$ cat config.mk
export PLATFORM = sky130hd
export DESIGN_NAME = vx_commit_arb
export DESIGN_NICKNAME = d
export VERILOG_FILES = /design/src/rtl/vx_commit_arb.sv
export SDC_FILE = /design/constraint.sdc
export NUM_CORES = 1
export LEC_CHECK = 0
export BUFFER_PORTS_ARGS = -buffer_cell sky130_fd_sc_hd__buf_2
export CORE_AREA = 2 2 507 509
export DETAILED_ROUTE_END_ITERATION = 12
export DIE_AREA = 0 0 509 511
export GPL_TIMING_DRIVEN = 0
export HOLD_SLACK_MARGIN = 0.03
export PLACE_DENSITY = 0.3
export REMOVE_ABC_BUFFERS = 1
export SLEW_MARGIN = 20
export SYNTH_ARGS = -nofsm -noshare
export SYNTH_HDL_FRONTEND = slang
export SYNTH_SLANG_ARGS = --single-unit
$ cat constraint.sdc
create_clock -name clk -period 5.65 [get_ports clk]
set_input_delay 0.565 -clock clk [delete_from_list [all_inputs] [get_ports clk]]
set_output_delay 0.565 -clock clk [all_outputs]
set_load 0.05 [all_outputs]
$ cat src/rtl/vx_commit_arb.sv
// Commit arbiter: round-robin collects completions from all functional units onto
// one registered writeback port, and produces the retire pulse and instret count.
module vx_commit_arb #(
    parameter int NUM_UNITS   = 6,
    parameter int NUM_THREADS = 4,
    parameter int NW_BITS     = 2
) (
    input  logic                                clk,
    input  logic                                reset,
    input  logic [NUM_UNITS-1:0]                cmt_valid,
    output logic [NUM_UNITS-1:0]                cmt_ready,
    input  logic [NUM_UNITS*NW_BITS-1:0]        cmt_wid,
    input  logic [NUM_UNITS*32-1:0]             cmt_pc,
    input  logic [NUM_UNITS*NUM_THREADS-1:0]    cmt_tmask,
    input  logic [NUM_UNITS-1:0]                cmt_wb,
    input  logic [NUM_UNITS*5-1:0]              cmt_rd,
    input  logic [NUM_UNITS*NUM_THREADS*32-1:0] cmt_data,
    output logic                                wb_valid,
    input  logic                                wb_ready,
    output logic [NW_BITS-1:0]                  wb_wid,
    output logic [31:0]                         wb_pc,
    output logic [NUM_THREADS-1:0]              wb_tmask,
    output logic [4:0]                          wb_rd,
    output logic [NUM_THREADS*32-1:0]           wb_data,
    output logic                                commit_valid,
    output logic [$clog2(NUM_THREADS):0]        commit_size,
    output logic [63:0]                         instret
);
    localparam int PTR_W = $clog2(NUM_UNITS);
    localparam int CS_W  = $clog2(NUM_THREADS) + 1;
    localparam int DW    = NUM_THREADS * 32;

    logic [PTR_W-1:0]       rr_ptr;
    logic                   slot_free;
    logic [NUM_UNITS-1:0]   eligible;
    logic [NUM_UNITS-1:0]   grant;
    logic [PTR_W-1:0]       grant_idx;
    logic                   grant_any;
    logic [PTR_W:0]         cand;

    logic                   sel_wb;
    logic [NW_BITS-1:0]     sel_wid;
    logic [31:0]            sel_pc;
    logic [NUM_THREADS-1:0] sel_tmask;
    logic [4:0]             sel_rd;
    logic [DW-1:0]          sel_data;
    logic [CS_W-1:0]        sel_pop;

    // wb=0 entries never occupy the output slot, so they bypass a stalled port.
    assign slot_free = !wb_valid || wb_ready;
    assign eligible  = cmt_valid & (~cmt_wb | {NUM_UNITS{slot_free}});
    assign cmt_ready = grant;

    // NOTE: every signal written here gets a default first, so no path leaves it
    // unassigned and no latch is inferred.
    always_comb begin
        grant     = '0;
        grant_idx = '0;
        grant_any = 1'b0;
        cand      = '0;
        if (!reset) begin
            for (int k = 0; k < NUM_UNITS; k++) begin
                cand = {1'b0, rr_ptr} + (PTR_W+1)'(k);
                if (cand >= (PTR_W+1)'(NUM_UNITS))
                    cand = cand - (PTR_W+1)'(NUM_UNITS);
                if (!grant_any && eligible[cand[PTR_W-1:0]]) begin
                    grant_any                = 1'b1;
                    grant_idx                = cand[PTR_W-1:0];
                    grant[cand[PTR_W-1:0]]   = 1'b1;
                end
            end
        end
    end

    always_comb begin
        sel_wb    = 1'b0;
        sel_wid   = '0;
        sel_pc    = '0;
        sel_tmask = '0;
        sel_rd    = '0;
        sel_data  = '0;
        for (int i = 0; i < NUM_UNITS; i++) begin
            if (grant[i]) begin
                sel_wb    = cmt_wb[i];
                sel_wid   = cmt_wid[i*NW_BITS +: NW_BITS];
                sel_pc    = cmt_pc[i*32 +: 32];
                sel_tmask = cmt_tmask[i*NUM_THREADS +: NUM_THREADS];
                sel_rd    = cmt_rd[i*5 +: 5];
                sel_data  = cmt_data[i*DW +: DW];
            end
        end
        sel_pop = '0;
        for (int t = 0; t < NUM_THREADS; t++)
            sel_pop = sel_pop + CS_W'(sel_tmask[t]);
    end

    // NOTE: state is updated with non-blocking assignments so every register
    // samples the values from before this edge, independent of statement order.
    always_ff @(posedge clk) begin
        if (reset) begin
            wb_valid     <= 1'b0;
            wb_wid       <= '0;
            wb_pc        <= '0;
            wb_tmask     <= '0;
            wb_rd        <= '0;
            wb_data      <= '0;
            commit_valid <= 1'b0;
            commit_size  <= '0;
            instret      <= '0;
            rr_ptr       <= '0;
        end else begin
            commit_valid <= grant_any;
            if (grant_any) begin
                commit_size <= sel_pop;
                instret     <= instret + 64'(sel_pop);
                rr_ptr      <= (grant_idx == PTR_W'(NUM_UNITS - 1)) ? '0
                                                                   : grant_idx + PTR_W'(1);
            end
            if (grant_any && sel_wb) begin
                wb_valid <= 1'b1;
                wb_wid   <= sel_wid;
                wb_pc    <= sel_pc;
                wb_tmask <= sel_tmask;
                wb_rd    <= sel_rd;
                wb_data  <= sel_data;
            end else if (wb_ready) begin
                wb_valid <= 1'b0;
            end
        end
    end
endmodule

### Yosys cells after proc, flatten, opt, wreduce, memory -nomap -nowiden

Cells that the tools add are included.

* $add $sub $neg: 16
* order comparisons: 18
* equal/unequal tests: 1
* multiplexer cells: 106
* bitwise operators: 8
* reduce and logical (&&, ||, !) cells: 20

Operators with widths (count)
* $mux W128: 6
* $mux W32: 6
* $mux W6: 12
* $add A64 B3 Y64: 1
* $mux W3: 20
* $or A6 B6 Y6: 6
* $mux W1: 32
* $mux W5: 6
* $lt A3 B4 Y1 const B: 6
* $mux W4: 6
* $ge A4 B3 Y1 const B: 5
* $bmux W1 S3: 6
* $demux W1 S3: 6
* $ge A3 B1 Y1 const B: 6
* $sub A3 B3 Y3 const B: 6
* $logic_and A1 B1 Y1: 12
* $mux W2: 6
* $add A3 B2 Y4 const B: 2
* $add A3 B3 Y4 const B: 2
* $and A6 B6 Y6: 1
* $logic_not A1 Y1: 6
* $not A6 Y6: 1
* $add A3 B1 Y4 const B: 1
* $add A2 B1 Y3: 1
* other kinds (7): 7

* flip-flop bits (word level): 243
* input port bits: 1041
* word-level logic and storage cells: 179

### Longest topological paths before layout

* depth after elaboration: 38
* gate-level depth with buffers: 30
* mapped depth without buffers: 24

### Worst setup path after synthesis

No wires, ideal clock.

* path type: register to register
* start point: reg rr_ptr[0]
* end point: reg instret[61]
* setup time: 128 ps
* arrival time: 6190 ps
* required time: 5522 ps
* setup slack: -667 ps
* cell stages (with the launch flop): 30
* cells stage by stage: dfxtp_1 -> buf_4 -> inv_2 -> ha_1 -> clkbuf_1 -> or3_1 -> mux2i_1 -> a2bb2oi_2 -> nand2_2 -> or4b_4 -> o211ai_4 -> mux2i_2 -> clkbuf_1 -> clkbuf_1 -> nor2_1 -> a22oi_1 -> nand2_1 -> ha_1 -> ha_1 -> ha_1 -> a21o_1 -> a21oi_1 -> inv_1 -> o211ai_1 -> or4_1 -> clkbuf_1 -> clkbuf_1 -> nor3_1 -> xnor2_1 -> nor2_1

RTL lines
* from (decl): line 33 `logic [PTR_W-1:0] rr_ptr;`
* from (signal assigned): line 116 `rr_ptr <= (grant_idx == PTR_W'(NUM_UNITS - 1)) ? '0`
* branches (longest 25 deep; another with $add A3 B1 Y4)
* $mux W6 (*): line 66 `if (!grant_any && eligible[cand[PTR_W-1:0]]) begin`
* $mux W6 (*): line 61 `if (!reset) begin`
* net cmt_ready[5]: line 11 `output logic [NUM_UNITS-1:0] cmt_ready,`
* $mux W4 (*): line 83 `if (grant[i]) begin`
* net sel_tmask[2]: line 44 `logic [NUM_THREADS-1:0] sel_tmask;`
* $add A2 B1 Y3 (*): line 94 `sel_pop = sel_pop + CS_W'(sel_tmask[t]);`
* $add A3 B1 Y3 (*): line 94
* net sel_pop[1]: line 47 `logic [CS_W-1:0] sel_pop;`
* $add A64 B3 Y64 (*): line 115 `instret <= instret + 64'(sel_pop);`
* to (signal assigned): line 115
* to (decl): line 27 `output logic [63:0] instret`

Mark *: on every way through the listed nets, which the timed path passes. The select of a mux whose other input is x is not followed.
A chain may end at the register's enable or synchronous reset.

### Worst setup path after layout

* start point: reg rr_ptr[0]
* end point: reg instret[60]

RTL lines (line)
* branches (longest 25 deep; another with $add A3 B1 Y4)
* $mux W6 (*): 66
* $mux W6 (*): 61
* $mux W4 (5 in series): 83
* $mux W4 (*): 83
* net sel_tmask[3]: 44
* $add A3 B1 Y3 (*): 94
* net sel_pop[1]: 47
* $add A64 B3 Y64 (*): 115

Marks and branches as above.

==> results.md <==
- Largest area contributor in the netlist: dfxtp_1
- Cells after DPL: ~7600
- Final slew viol count: 0
- Post-synth top area share: between 20% and 30%
- GPL Wtd Cong: about 0.9
- I/O pin total: ~1300
- H-tree depth: 2
- WS Path Type: reg -> reg
- Static leakage: 16.1 nW
- Worst-path clk slew: 0.06 ns
- Worst skew pair latency: roughly 0.67 ns
- Final setup violation count: 88
- CTS max path bufs: 3
- Mapped cell area: around 24000 µm²
- First-pass GRT wire length: 308 mm
- Library cells used by synthesis: 81
- Area growth syn-to-layout: 65.5%
- Tot GR Track Use: approximately 17%
- Row Count: about 190
- Setup TNS: -20.42 ns
- Dominant cells by area after synthesis: dfxtp_1 20%, a32oi_1 6.2%, o2111ai_1 6.2%
- Count of state elements after synthesis: around 240
- Final worst clock skew: 0.0561 ns
- Async S/R FF share, synth: 0%
- Initial antenna violation count: 73
- PortBufs: about 1300
- Post-synthesis cell count: around 3200
- Largest fanout on the critical path: 8
- Final critical-path share of the clock period: 109%
- Die span in y: 511 µm
- Avg WL per Cell: 29.8 µm
- RSZ-0062 raised after global routing: true
- Setup WS pre-CTS: -3.30 ns
- Clock Sinks: 243
- R2R depth: 26
- Vias in the first global route: 34068
- Die Wd: 509 µm
- Initial Util: under 10%
- CTS tree: built
- Min Tclk post-route: roughly 6 ns
- Maxcap violations: 0
- Final Util: around 16%
- Worst rel slew slack: 16.1%
- Routed vias: 34168
- Pwr Density: ~780 nW/µm²
- Cts hold-fix bufs: 0
- Share of layout cells above drive strength 1: between 40 and 50%
- Outcome: complete, but fails checks
- Critical path launch point type: flop
- HPWL after DPL: around 180 mm
- Tightest Pin Transition: between 1 and 1.5 ns
- Synth warn: 0
- Worst hold path stage count: 2
- CP arrival: around 6.7 ns
- TritonRoute pass-1 iters: 5
- Peak Freq: 0.162 GHz
- Worst hold path type: in -> reg
- Total grt overflow: 0
- Post-route DRC: 0
- DRT iter0 DRCs: approximately 2600
- Non-filler cells, final: between 7000 and 8000
- TritonCTS Buffers: 40
- Die Area: roughly 260000 µm²
- Leading register cell type out of synthesis: dfxtp_1
- Fill count: 29114
- Mapped Avg Cell Area: between 7 and 8 µm²
- Worst vdd ir: between 0.5 and 0.6 mV
- Sequential area share after synthesis: 20.0%
- Vias per std cell: about 4.4
- Critical Path RT: around 6.2 ns
- Failing checks: negative setup slack
- CP Capture Type: flop
- Post-synth EDFFs: 0
- Fin worst setup slack: -0.531 ns
- CTS root buf: clkbuf_16
- Hold Fails Final Rpt: 0
- Core area: ~260000 µm²
- Drt total wl: between 200 and 250 mm
- Nets: between 5000 and 6000
- Post-route ant nets: 0
- Largest net degree at the start of global routing: between 80 and 90
-- cell usage in the layout, fill, tap and decap left out, drive strengths merged, types with 171 or more instances in the layout --
cell type  netlist  routed
buf             99    1571
and2           180     180
o2111ai        171     171
o211ai         171     171
nand3          187     187
a32oi          172     172
nand2          210     210
nor3           187     187
nor2b          174     174
o21ai          194     194
dfxtp          243     243
-- sequential cells by signal (all words and copies together) (netlist names) --
| name | cells |
|---|---|
| wb_rd | 5 |
| wb_pc | 32 |
| wb_wid | 2 |
| wb_tmask | 4 |
| instret | 64 |
| commit_size | 3 |
| wb_data | 128 |
| wb_valid | 1 |
| rr_ptr | 3 |
| commit_valid | 1 |
-- worst paths after layout --
check	slack [ns]	endpoint	startpoint
worst max register to register	-0.53	instret[60]	rr_ptr[0]
worst max-delay path	-0.53	instret[60]	rr_ptr[0]
worst min-delay path	0.29	commit_size[0]	reset
worst min register to register	0.49	instret[37]	instret[37]
-- power breakdown --
part / internal [mW] / switching, mW / total (mW) / leakage (nW)
registers: 2.19 / 0.205 / 2.40 / 1.99
clock network: 1.55 / 1.15 / 2.69 / 0.647
logic: 8.93 / 17.4 / 26.3 / 13.5
-- area by class of cell --
cell class | instances | area [µm²] | area share, %
Antenna cell | 27 | 67.6 | 0.168
Clock buffer | 55 | 1140 | 2.83
Clock inverter | 13 | 180 | 0.448
Inverter | 29 | 175 | 0.436
Multi-Input combinational cell | 2497 | 18700 | 46.5
Sequential cell | 243 | 4880 | 12.1
Tap cell | 3384 | 4230 | 10.5
Timing Repair Buffer | 1576 | 10800 | 26.9
Timing Repair inverter | 2 | 17.5 | 0.0436
-- repair_timing --
item                                    4_1_cts  5_1_grt
setup buffers                                74       22
cloned                                       10        2
gates resized for setup                     174       68
endpoints found under the setup margin      244      218
pin swaps                                    67       43
-- worst max-delay path, cell delays in order (launching register included) --
cell,delay (ns)
dfxtp_4,0.39
buf_16,0.14
inv_16,0.04
ha_4,0.24
buf_4,0.15
and4b_1,0.21
nor2_2,0.16
a21o_1,0.26
buf_4,0.16
nand4_1,0.18
o211ai_1,0.32
buf_4,0.25
buf_6,0.13
o2111ai_2,0.14
a31oi_4,0.29
a211o_1,0.25
fa_1,0.47
ha_4,0.19
ha_4,0.30
inv_2,0.05
fa_2,0.34
inv_2,0.08
a21oi_4,0.07
nand2b_4,0.17
or4_4,0.54
or3_1,0.40
a21oi_1,0.13
-- metal layers --
metal  up-vias  wire [µm]  track usage (%)
met3       325      20800             5.17
met5         -        242                0
met4        38       9870             6.29
li1      15150          -                -
met2      1731     108000             28.1
met1     16924      94700             20.4
-- through the flow --
step | cell area (µm²) | total power, mW | hold slack (ns)
after CTS | 39700 | 31.4 | 0.194
after detailed placement | 36800 | 27.0 | 0.491
after floorplan | 22500 | 13.5 | 0.475
after global routing | 40200 | 33.0 | 0.251
final | 40200 | 31.4 | 0.286
after global placement | 33100 | 16.6 | 0.472
-- cell usage after synthesis, drive strengths merged, types with 4 or more instances --
cell type	n
nand2b	8
a32oi	172
o22a	167
nand3	187
nand3b	7
xor2	29
a32o	4
a311oi	170
clkbuf	334
ha	12
inv	29
o2111ai	171
nand4	16
or2	4
or3	22
xnor2	23
nand2	210
nor4	4
o21ai	194
buf	99
and2	180
dfxtp	243
a22oi	4
nor3	187
a21o	4
nor2	82
a211o	170
nor2b	174
o32a	4
o211ai	171
a221oi	7
a21oi	26
and4	4
o221ai	5
and3	20
mux2i	8
-- cells by family after synthesis --
kind of cell	share of synthesized area [%]
AO/OA/AOI/OAI	45.0
AND/OR/NAND/NOR	24.1
buffers and inverters	7.90
flip-flops	20.0
XOR/XNOR	1.88
adder cells (fa/ha/maj)	0.783
multiplexers	0.392
No activity file was read; power rests on OpenSTA's default activity.
